[config.mk]
export PLATFORM = sky130hd
export DESIGN_NAME = tri_mode_ethernet_mac_tx_arb
export DESIGN_NICKNAME = d
export VERILOG_FILES = /design/src/rtl/tri_mode_ethernet_mac_tx_arb.sv
export SDC_FILE = /design/constraint.sdc
export NUM_CORES = 1
export LEC_CHECK = 0
export CAP_MARGIN = 0
export CORE_ASPECT_RATIO = 1.5
export CORE_MARGIN = 1
export CORE_UTILIZATION = 35
export CTS_BUF_LIST = sky130_fd_sc_hd__clkbuf_4 sky130_fd_sc_hd__clkbuf_8
export CTS_CLUSTER_DIAMETER = 50
export DETAILED_ROUTE_END_ITERATION = 7
export HOLD_SLACK_MARGIN = 0.12
export PLACE_DENSITY = 0.73
export SLEW_MARGIN = 40
export SYNTH_ARGS = -nofsm -noshare
export SYNTH_HDL_FRONTEND = slang
export SYNTH_SLANG_ARGS = --single-unit
[constraint.sdc]
create_clock -name tx_mac_aclk -period 2.1 [get_ports tx_mac_aclk]
set_input_delay 0.525 -clock tx_mac_aclk [delete_from_list [all_inputs] [get_ports tx_mac_aclk]]
set_output_delay 0.525 -clock tx_mac_aclk [all_outputs]
set_load 0.01 [all_outputs]
[src/rtl/tri_mode_ethernet_mac_tx_arb.sv]
// Round-robin, frame-locked arbiter that merges N_SRC AXI-Stream byte sources onto one MAC TX stream.
// Frames longer than MAX_LEN are cut at MAX_LEN bytes and the rest of the source frame is discarded.
module tri_mode_ethernet_mac_tx_arb #(
    parameter int N_SRC   = 4,
    parameter int MAX_LEN = 1514
) (
    input  logic                 tx_mac_aclk,
    input  logic                 tx_mac_reset,
    input  logic [N_SRC-1:0]     src_enable,
    input  logic [8*N_SRC-1:0]   s_axis_tdata,
    input  logic [N_SRC-1:0]     s_axis_tvalid,
    input  logic [N_SRC-1:0]     s_axis_tlast,
    output logic [N_SRC-1:0]     s_axis_tready,
    output logic [7:0]           m_axis_tdata,
    output logic                 m_axis_tvalid,
    output logic                 m_axis_tlast,
    input  logic                 m_axis_tready,
    output logic [N_SRC-1:0]     grant,
    output logic                 frame_done,
    output logic                 err_oversize
);

    localparam int          PTR_W    = (N_SRC > 1) ? $clog2(N_SRC) : 1;
    localparam logic [11:0] LAST_CNT = 12'(MAX_LEN - 1);

    typedef enum logic [1:0] {
        IDLE,
        XFER,
        DRAIN
    } state_t;

    state_t             state_q, state_d;
    logic [PTR_W-1:0]   rr_ptr_q, rr_ptr_d;
    logic [PTR_W-1:0]   gidx_q, gidx_d;
    logic [11:0]        beat_cnt_q, beat_cnt_d;

    logic [7:0]         lane_data [N_SRC];
    logic [PTR_W-1:0]   rot_idx [N_SRC];
    logic [N_SRC-1:0]   req;
    logic [N_SRC-1:0]   req_rot;
    logic               pick_valid;
    logic [PTR_W-1:0]   pick_idx;
    logic               g_valid;
    logic               g_last;
    logic               at_limit;
    logic [PTR_W-1:0]   next_ptr;

    assign req     = s_axis_tvalid & src_enable;
    // Rotate requests so bit j corresponds to source (rr_ptr + j) mod N_SRC.
    assign req_rot = N_SRC'({req, req} >> rr_ptr_q);

    genvar gi;
    generate
        for (gi = 0; gi < N_SRC; gi++) begin : g_lane
            logic [PTR_W:0] sum;
            assign lane_data[gi] = s_axis_tdata[8*gi +: 8];
            assign sum           = {1'b0, rr_ptr_q} + (PTR_W+1)'(gi);
            assign rot_idx[gi]   = (sum >= (PTR_W+1)'(N_SRC)) ? PTR_W'(sum - (PTR_W+1)'(N_SRC))
                                                              : PTR_W'(sum);
            assign grant[gi]     = (state_q != IDLE) && (gidx_q == PTR_W'(gi));
        end
    endgenerate

    always_comb begin
        pick_valid = 1'b0;
        pick_idx   = '0;
        for (int j = N_SRC - 1; j >= 0; j--) begin
            if (req_rot[j]) begin
                pick_valid = 1'b1;
                pick_idx   = rot_idx[j];
            end
        end
    end

    assign g_valid  = s_axis_tvalid[gidx_q];
    assign g_last   = s_axis_tlast[gidx_q];
    assign at_limit = (beat_cnt_q == LAST_CNT);
    assign next_ptr = (gidx_q == PTR_W'(N_SRC - 1)) ? '0 : gidx_q + 1'b1;

    always_comb begin
        state_d       = state_q;
        rr_ptr_d      = rr_ptr_q;
        gidx_d        = gidx_q;
        beat_cnt_d    = beat_cnt_q;
        s_axis_tready = '0;
        m_axis_tdata  = 8'h00;
        m_axis_tvalid = 1'b0;
        m_axis_tlast  = 1'b0;
        frame_done    = 1'b0;
        err_oversize  = 1'b0;
        case (state_q)
            IDLE: begin
                if (pick_valid) begin
                    state_d    = XFER;
                    gidx_d     = pick_idx;
                    beat_cnt_d = '0;
                end
            end
            XFER: begin
                m_axis_tdata  = lane_data[gidx_q];
                m_axis_tvalid = g_valid;
                m_axis_tlast  = g_last || at_limit;
                s_axis_tready = grant & {N_SRC{m_axis_tready}};
                if (g_valid && m_axis_tready) begin
                    beat_cnt_d = beat_cnt_q + 12'd1;
                    if (g_last) begin
                        frame_done = 1'b1;
                        rr_ptr_d   = next_ptr;
                        state_d    = IDLE;
                    end else if (at_limit) begin
                        frame_done   = 1'b1;
                        err_oversize = 1'b1;
                        state_d      = DRAIN;
                    end
                end
            end
            DRAIN: begin
                // Swallow the tail of a truncated frame without presenting it to the MAC.
                s_axis_tready = grant;
                if (g_valid && g_last) begin
                    rr_ptr_d = next_ptr;
                    state_d  = IDLE;
                end
            end
            default: state_d = IDLE;
        endcase
    end

    always_ff @(posedge tx_mac_aclk or posedge tx_mac_reset) begin
        if (tx_mac_reset) begin
            state_q    <= IDLE;
            rr_ptr_q   <= '0;
            gidx_q     <= '0;
            beat_cnt_q <= '0;
        end else begin
            state_q    <= state_d;
            rr_ptr_q   <= rr_ptr_d;
            gidx_q     <= gidx_d;
            beat_cnt_q <= beat_cnt_d;
        end
    end

endmodule
==> results.md, run 1 <==
- Status: complete, but fails checks
- Failing checks: DRC, setup timing
- Synth area leader: dfrtp_1
- First-pass GRT wire length: 9.09 mm
- Synth-to-layout area growth: 80.3%
- Total global routing overflow: 0
- Hold Vio Cnt, Final: 0
- Die area: 4820 um^2
- CTS Sinks: 18
- TritonCTS clock tree: yes
- CP peak stage delay: 0.53 ns
- Die W: 57.0 um
- DP HPWL: 4.03 mm
- Drt first pass iters: 7
- Slew margin rel.: 57.8%
- Avg WL per Cell: 17.0 um
- Max Cap Viol: 0
- Sequential-to-total area share from yosys stat: 28.3%
- Post-synth EDFFs: 0
- Slowest cell on crit path: mux4_2
- 1st-iter DRT viols: 83
- CTS hold repair buffers: 0
- Post-synthesis register bit count: 18
- Clk root buf: clkbuf_8
- Post-synth top area share: 28.3%
- Critical Path RT: 1.57 ns
- Max Fclk: 430 MHz
- RD Place Congestion: 0.791
- Fin crit period: 2.33 ns
- Bufs on Longest Clock Path: 2
- CP Launch Type: register
- Power density over the cells: 1030 nW/um^2
- Primary FF master, synth: dfrtp_1
- IO Pins: 67
- CP endpoint kind: output port
- Count of cell types in the netlist: 41
- Worst IR Drop VDD: 0.559 mV
- Nets: 351
- Yosys warns: 0
- Mapped Cells: 168
- Final Max Tran Viols: 0
- CTS buffer count: 3
- Clk pin slew, worst setup/hold paths: 0.07 ns
- R2r setup slk: 0.04 ns
- Layout cells sized above 1: 41.5%
- Via count: 1858
- Vias in the first global route: 1884
- DR DRC count: 20
- Setup ws final: -0.228 ns
- Final setup fails: 14
- Site Rows: 29
- Synth Net Count: 224
- Clk_skew: 0.00107 ns
- Data arrival, critical path: 1.80 ns
- Ant. Diodes: 0
- Hold WC Path Type: register to register
- Main area contributors after synthesis: dfrtp_1 28%, mux4_2 11%, ha_1 7.1%
- Die H: 84.6 um
- LEAKAGE: 1.36 nW
- Crit-path max FO: 3
- Mapped cell area: 1590 um^2
- Crit path buffers/inverters: 2
- Post-synth ARST share: 100%
- Hold WS: 0.532 ns
- RSZ-0062 raised after global routing: yes
- Critical path type: register to output port
- Syn_area_per_cell: 9.47 um^2
- Via density: 5.46
- Clk_lat worst skew: 0.26 ns
- Pwr Total: 2.96 mW
- Worst path cell trace: buf_6 -> mux4_2 -> or2_4 -> nor2_2 -> buf_2
- PortBufs: 66
- Final ANT Viol Nets: 0
- Largest net degree at the start of global routing: 19
- Final period util: 111%
- Top delay family on crit path: multiplexers
- Initial antenna violation count: 0
- Core area: 4280 um^2
- Tightest Pin Transition: 0.631 ns
- Setup WS pre-CTS: -0.860 ns
- Htree depth: 1
- Global-route usage over all layers: 24.3%
- Initial Util: 37.1%
- Detailed-route wire length: 5.77 mm
==> per-layer routing <==
metal	routed length [um]	global-route usage, %
met1	2140	26.4
met2	3240	46.6
met3	331	3.70
met4	47	8.20
met5	0	0
==> metrics by stage <==
step | TNS (ns) | util [%] | instance area (um^2) | instances
detailed placement | -11.59 | 61.6 | 2640 | 320
global placement | -10.77 | 61.6 | 2640 | 320
finish | -1.63 | 66.9 | 2870 | 340
CTS | -2.41 | 65.7 | 2810 | 340
floorplan | 0 | - | 1590 | 168
global route | -2.57 | 66.9 | 2870 | 340
==> synthesized netlist by cell type (2+ instances only) <==
cell type	n
dfrtp_1	18
nor2_1	12
ha_1	9
and3_1	6
or3_1	2
xor2_1	5
a31oi_1	2
and4_1	2
nor2b_1	4
o22ai_1	2
o21ai_0	9
nand4_1	7
mux4_2	8
inv_1	9
mux2_2	2
clkbuf_1	3
a21oi_1	7
nand2_1	14
o31ai_1	3
and2_1	13
mux2i_1	4
nand3_1	7
mux4_1	2
==> power by group <==
part	total [mW]	switching, mW	internal [mW]
registers	0.481	0.0591	0.422
clock network	0.296	0.129	0.167
logic	2.18	0.946	1.24
total	2.96	1.13	1.83
==> worst register-to-register path, cell delays in order (launching register included) <==
cell,delay (ns)
dfrtp_2,0.45
buf_12,0.14
buf_4,0.13
mux2i_2,0.17
buf_4,0.16
o221ai_4,0.26
nand3_4,0.11
buf_6,0.13
or3_1,0.33
a21oi_1,0.13
==> kinds of logic (layout without fill, tap and decap cells) <==
family,after synthesis,in the layout,share of synthesized area [%]
adder cells (fa/ha/maj),9,9,7.08
AND/OR/NAND/NOR,72,72,24.7
XOR/XNOR,6,6,3.30
buffers and inverters,15,141,4.09
multiplexers,16,16,18.6
AO/OA/AOI/OAI,32,32,13.9
flip-flops,18,18,28.3
==> path summary, 6_finish.rpt <==
check | from | to | cells after the start
min in group asynchronous | tx_mac_reset | rr_ptr_q[1]$_DFFE_PP0P_ | 3
hold reg to reg | rr_ptr_q[0]$_DFFE_PP0P_ | rr_ptr_q[0]$_DFFE_PP0P_ | 2
setup / recovery | gidx_q[0]$_DFFE_PP0P_ | err_oversize | 5
setup reg to reg | gidx_q[0]$_DFFE_PP0P_ | beat_cnt_q[8]$_DFFE_PP0P_ | 9
hold / removal | rr_ptr_q[0]$_DFFE_PP0P_ | rr_ptr_q[0]$_DFFE_PP0P_ | 2
max in group asynchronous | tx_mac_reset | gidx_q[0]$_DFFE_PP0P_ | 3
==> cell type report <==
class                           instances  area (um^2)
Fill cell                             341         1420
Multi-Input combinational cell        135         1150
Timing Repair Buffer                  128         1120
Sequential cell                        18          452
Tap cell                               46         57.6
Clock buffer                            4         55.1
Inverter                                9         33.8
==> registers in the layout, indices dropped and copies added, names as in the netlist <==
| register | flops |
|---|---|
| beat_cnt_q | 12 |
| gidx_q | 2 |
| rr_ptr_q | 2 |
| state_q | 2 |
==> layout by cell type, fill, tap and decap left out, types with 3 or more instances in the layout <==
master	count
a21oi_1	7
nand2_1	14
o21ai_0	9
inv_1	7
and3_1	4
ha_2	3
mux4_2	10
nand4_1	7
buf_12	3
dlygate4sd2_1	25
clkbuf_8	4
nand3_1	6
dfrtp_1	17
buf_6	18
buf_4	45
xor2_1	5
nor2_1	11
buf_2	15
clkdlybuf4s50_1	21
and2_1	11
o31ai_1	3
ha_1	5
==> timing repair <==
action | 4_1_cts | 5_1_grt
pin swaps | 18 | 7
endpoints found under the hold margin | 0 | 0
endpoints found under the setup margin | 23 | 32
setup buffers | 15 | 3
gates resized for setup | 138 | 18
gates cloned | 1 | 0
No activity file was read; power rests on OpenSTA's default activity.
==> run 2: changes to the inputs <==
--- a/config.mk
+++ b/config.mk
@@ -15,3 +15,3 @@
 export HOLD_SLACK_MARGIN = 0.12
-export PLACE_DENSITY = 0.73
+export PLACE_DENSITY = 0.76
 export SLEW_MARGIN = 40
==> constraint.sdc (replaced) <==
create_clock -name tx_mac_aclk -period 2 [get_ports tx_mac_aclk]
set_input_delay 0.6 -clock tx_mac_aclk [delete_from_list [all_inputs] [get_ports tx_mac_aclk]]
set_output_delay 0.6 -clock tx_mac_aclk [all_outputs]
set_load 0.01 [all_outputs]
==> results.md, run 2 (synthesis results as in run 1) <==
- Vias in the first global route: 2047 (+8.7%)
- Failing checks: DRC, setup timing
- Top delay family on crit path: multiplexers
- Most frequent cells in the layout: 59 x buf_4, 36 x dlygate4sd2_1, 17 x dfrtp_1
- Slowest cell on crit path: mux4_2
- Power density over the cells: 1050 nW/um^2 (+1.8%)
- DP HPWL: 4.20 mm (+4.1%)
- Core area: 4280 um^2 (unchanged)
- Drt first pass iters: 6 (-1)
- Worst path cell trace: mux4_2 -> buf_6 -> or2_4 -> nor2_4 -> buf_6
- IO Pins: 67 (unchanged)
- Nets: 356 (+1.4%)
- Via density: 5.45 (-0.28%)
- Detailed-route wire length: 5.51 mm (-4.5%)
- Via count: 1880 (+1.2%)
- Pwr Total: 3.11 mW (+5.1%)
- Worst IR Drop VDD: 0.511 mV (-8.7%)
- CTS Sinks: 18 (unchanged)
- Die area: 4820 um^2 (unchanged)
- Clk root buf: clkbuf_8
- Slew margin rel.: 69.5% (+12 points)
- Crit path buffers/inverters: 2 (unchanged)
- Hold Vio Cnt, Final: 0 (unchanged)
- Setup WS pre-CTS: -1.04 ns (-0.175 ns)
- LEAKAGE: 1.41 nW (+3.4%)
- Synth-to-layout area growth: 86.1%
- Initial Util: 37.1% (unchanged)
- Site Rows: 29 (unchanged)
- Tightest Pin Transition: 0.457 ns (-0.174 ns)
- Htree depth: 1 (unchanged)
- Max Cap Viol: 0 (unchanged)
- Final period util: 120%
- Setup_tns: -5.54 ns (-3.90 ns)
- Total global routing overflow: 0 (unchanged)
- Clock power share: 9.9% (about the same)
- Most Frequent Cell on Critical Path: buf_6
- Final ANT Viol Nets: 0 (unchanged)
- Die W: 57.0 um (unchanged)
- PortBufs: 66 (unchanged)
- Max FFs per register: 12 (unchanged)
- First-pass GRT wire length: 8.89 mm (-2.3%)
- Largest net degree at the start of global routing: 19 (unchanged)
- Crit-path max FO: 3 (unchanged)
- Clk pin slew, worst setup/hold paths: 0.07 ns (about the same)
- Data arrival, critical path: 1.81 ns (about the same)
- RSZ-0062 raised after global routing: yes
- Max Fclk: 415 MHz
- Sequential share of power: 16.4% (about the same)
- Initial antenna violation count: 0 (unchanged)
- Avg WL per Cell: 16.0 um (-5.9%)
- Die H: 84.6 um (unchanged)
- CP peak stage delay: 0.55 ns (+0.02 ns)
- CTS buffer count: 3 (unchanged)
- P_sw: 1.21 mW (+7.1%)
- Final setup fails: 25 (+11)
- RD Place Congestion: 0.878 (+11%)
- Final Max Tran Viols: 0 (unchanged)
- 1st-iter DRT viols: 60 (-28%)
- Global-route usage over all layers: 23.4% (-0.93 points)
- Fin crit period: 2.41 ns
- Switch share: 39.1% (+0.74 points)
- Register with the most flip-flops: beat_cnt_q
- TritonCTS clock tree: yes
- Critical Path RT: 1.40 ns (-0.17 ns)
- CP endpoint kind: output port
- Clk_lat worst skew: 0.26 ns (about the same)
- Critical path type: register to output port
- Ant. Diodes: 0 (unchanged)
- Combinational share of power: 73.7% (about the same)
- Clk_skew: 0.00303 ns (+0.00196 ns)
- Setup ws final: -0.408 ns (-0.180 ns)
- Layout cells sized above 1: 49.2% (+7.7 points)
- Status: complete, but fails checks
- CP Launch Type: register
- Most common cell after layout, fill and taps aside: buf_4
- P_int: 1.89 mW (+3.8%)
- Hold WC Path Type: register to register
- Bufs on Longest Clock Path: 2 (unchanged)
- DR DRC count: 24 (+20%)
## run 2: changes by cell type in the layout (fill, tap and decap cells not counted), moves of 3 or more
cell / delta
a21oi_1: -3
dlygate4sd2_1: +11
clkdlybuf4s50_1: -16
buf_6: -3
a21oi_2: +3
buf_4: +14
ha_1: -3
## run 2: timing repair
item                       4_1_cts  5_1_grt
setup endpoints to repair       34       34
pin swaps                       21        3
hold buffers                     0        0
buffers inserted                12        2
gates resized for setup        179       19
## run 2: power groups by stage
stage	clock, mW	sequential (mW)	combinational (mW)
floorplan	0	0.516	0.945
global placement	0	0.512	1.85
detailed placement	0	0.516	1.89
CTS	0.303	0.508	2.17
global route	0.321	0.521	2.44
finish	0.309	0.509	2.29
## run 2: layout make-up
cell class                 instances  area [um^2]
multi-input combinational        135         1250
fill                             345         1320
timing repair buffer             133         1110
clock buffer                       4         55.1
tap                               46         57.6
inverter                           9         36.3
sequential                        18          452
## run 2: final timing paths
check                      cells after the start                         to  slack (ns)                      start
hold / removal                                 2  beat_cnt_q[6]$_DFFE_PP0P_        0.54  beat_cnt_q[6]$_DFFE_PP0P_
setup reg to reg                               8     state_q[0]$_DFFE_PP0P_       -0.25      gidx_q[0]$_DFFE_PP0P_
max in group asynchronous                      3      gidx_q[0]$_DFFE_PP0P_        1.14               tx_mac_reset
hold reg to reg                                2  beat_cnt_q[6]$_DFFE_PP0P_        0.54  beat_cnt_q[6]$_DFFE_PP0P_
min in group asynchronous                      3  beat_cnt_q[5]$_DFFE_PP0P_        0.65               tx_mac_reset
setup / recovery                               5               err_oversize       -0.41      gidx_q[0]$_DFFE_PP0P_
## run 2: worst min-delay path, stage by stage (launching register included)
cell and delay, ns:
dfrtp_1 0.35, xor2_1 0.07, nor2_1 0.08
## run 2: layer usage
metal / track usage, % / routed length, um / part of all wire (%)
met1: 20.5 / 1760 / 32
met2: 49.9 / 3200 / 58
met3: 3.39 / 381 / 6.9
met4: 8.65 / 166 / 3.0
met5: 0 / 0 / 0
## run 2: metrics by stage
step	utilization, %	std cells	area (um^2)	hold slack (ns)
after CTS	67.5	344	2890	0.544
after global placement	63.2	328	2700	0.514
after floorplan	-	168	1600	0.492
final	69.1	345	2960	0.539
after global routing	69.1	345	2960	0.592
after detailed placement	63.2	328	2700	0.524
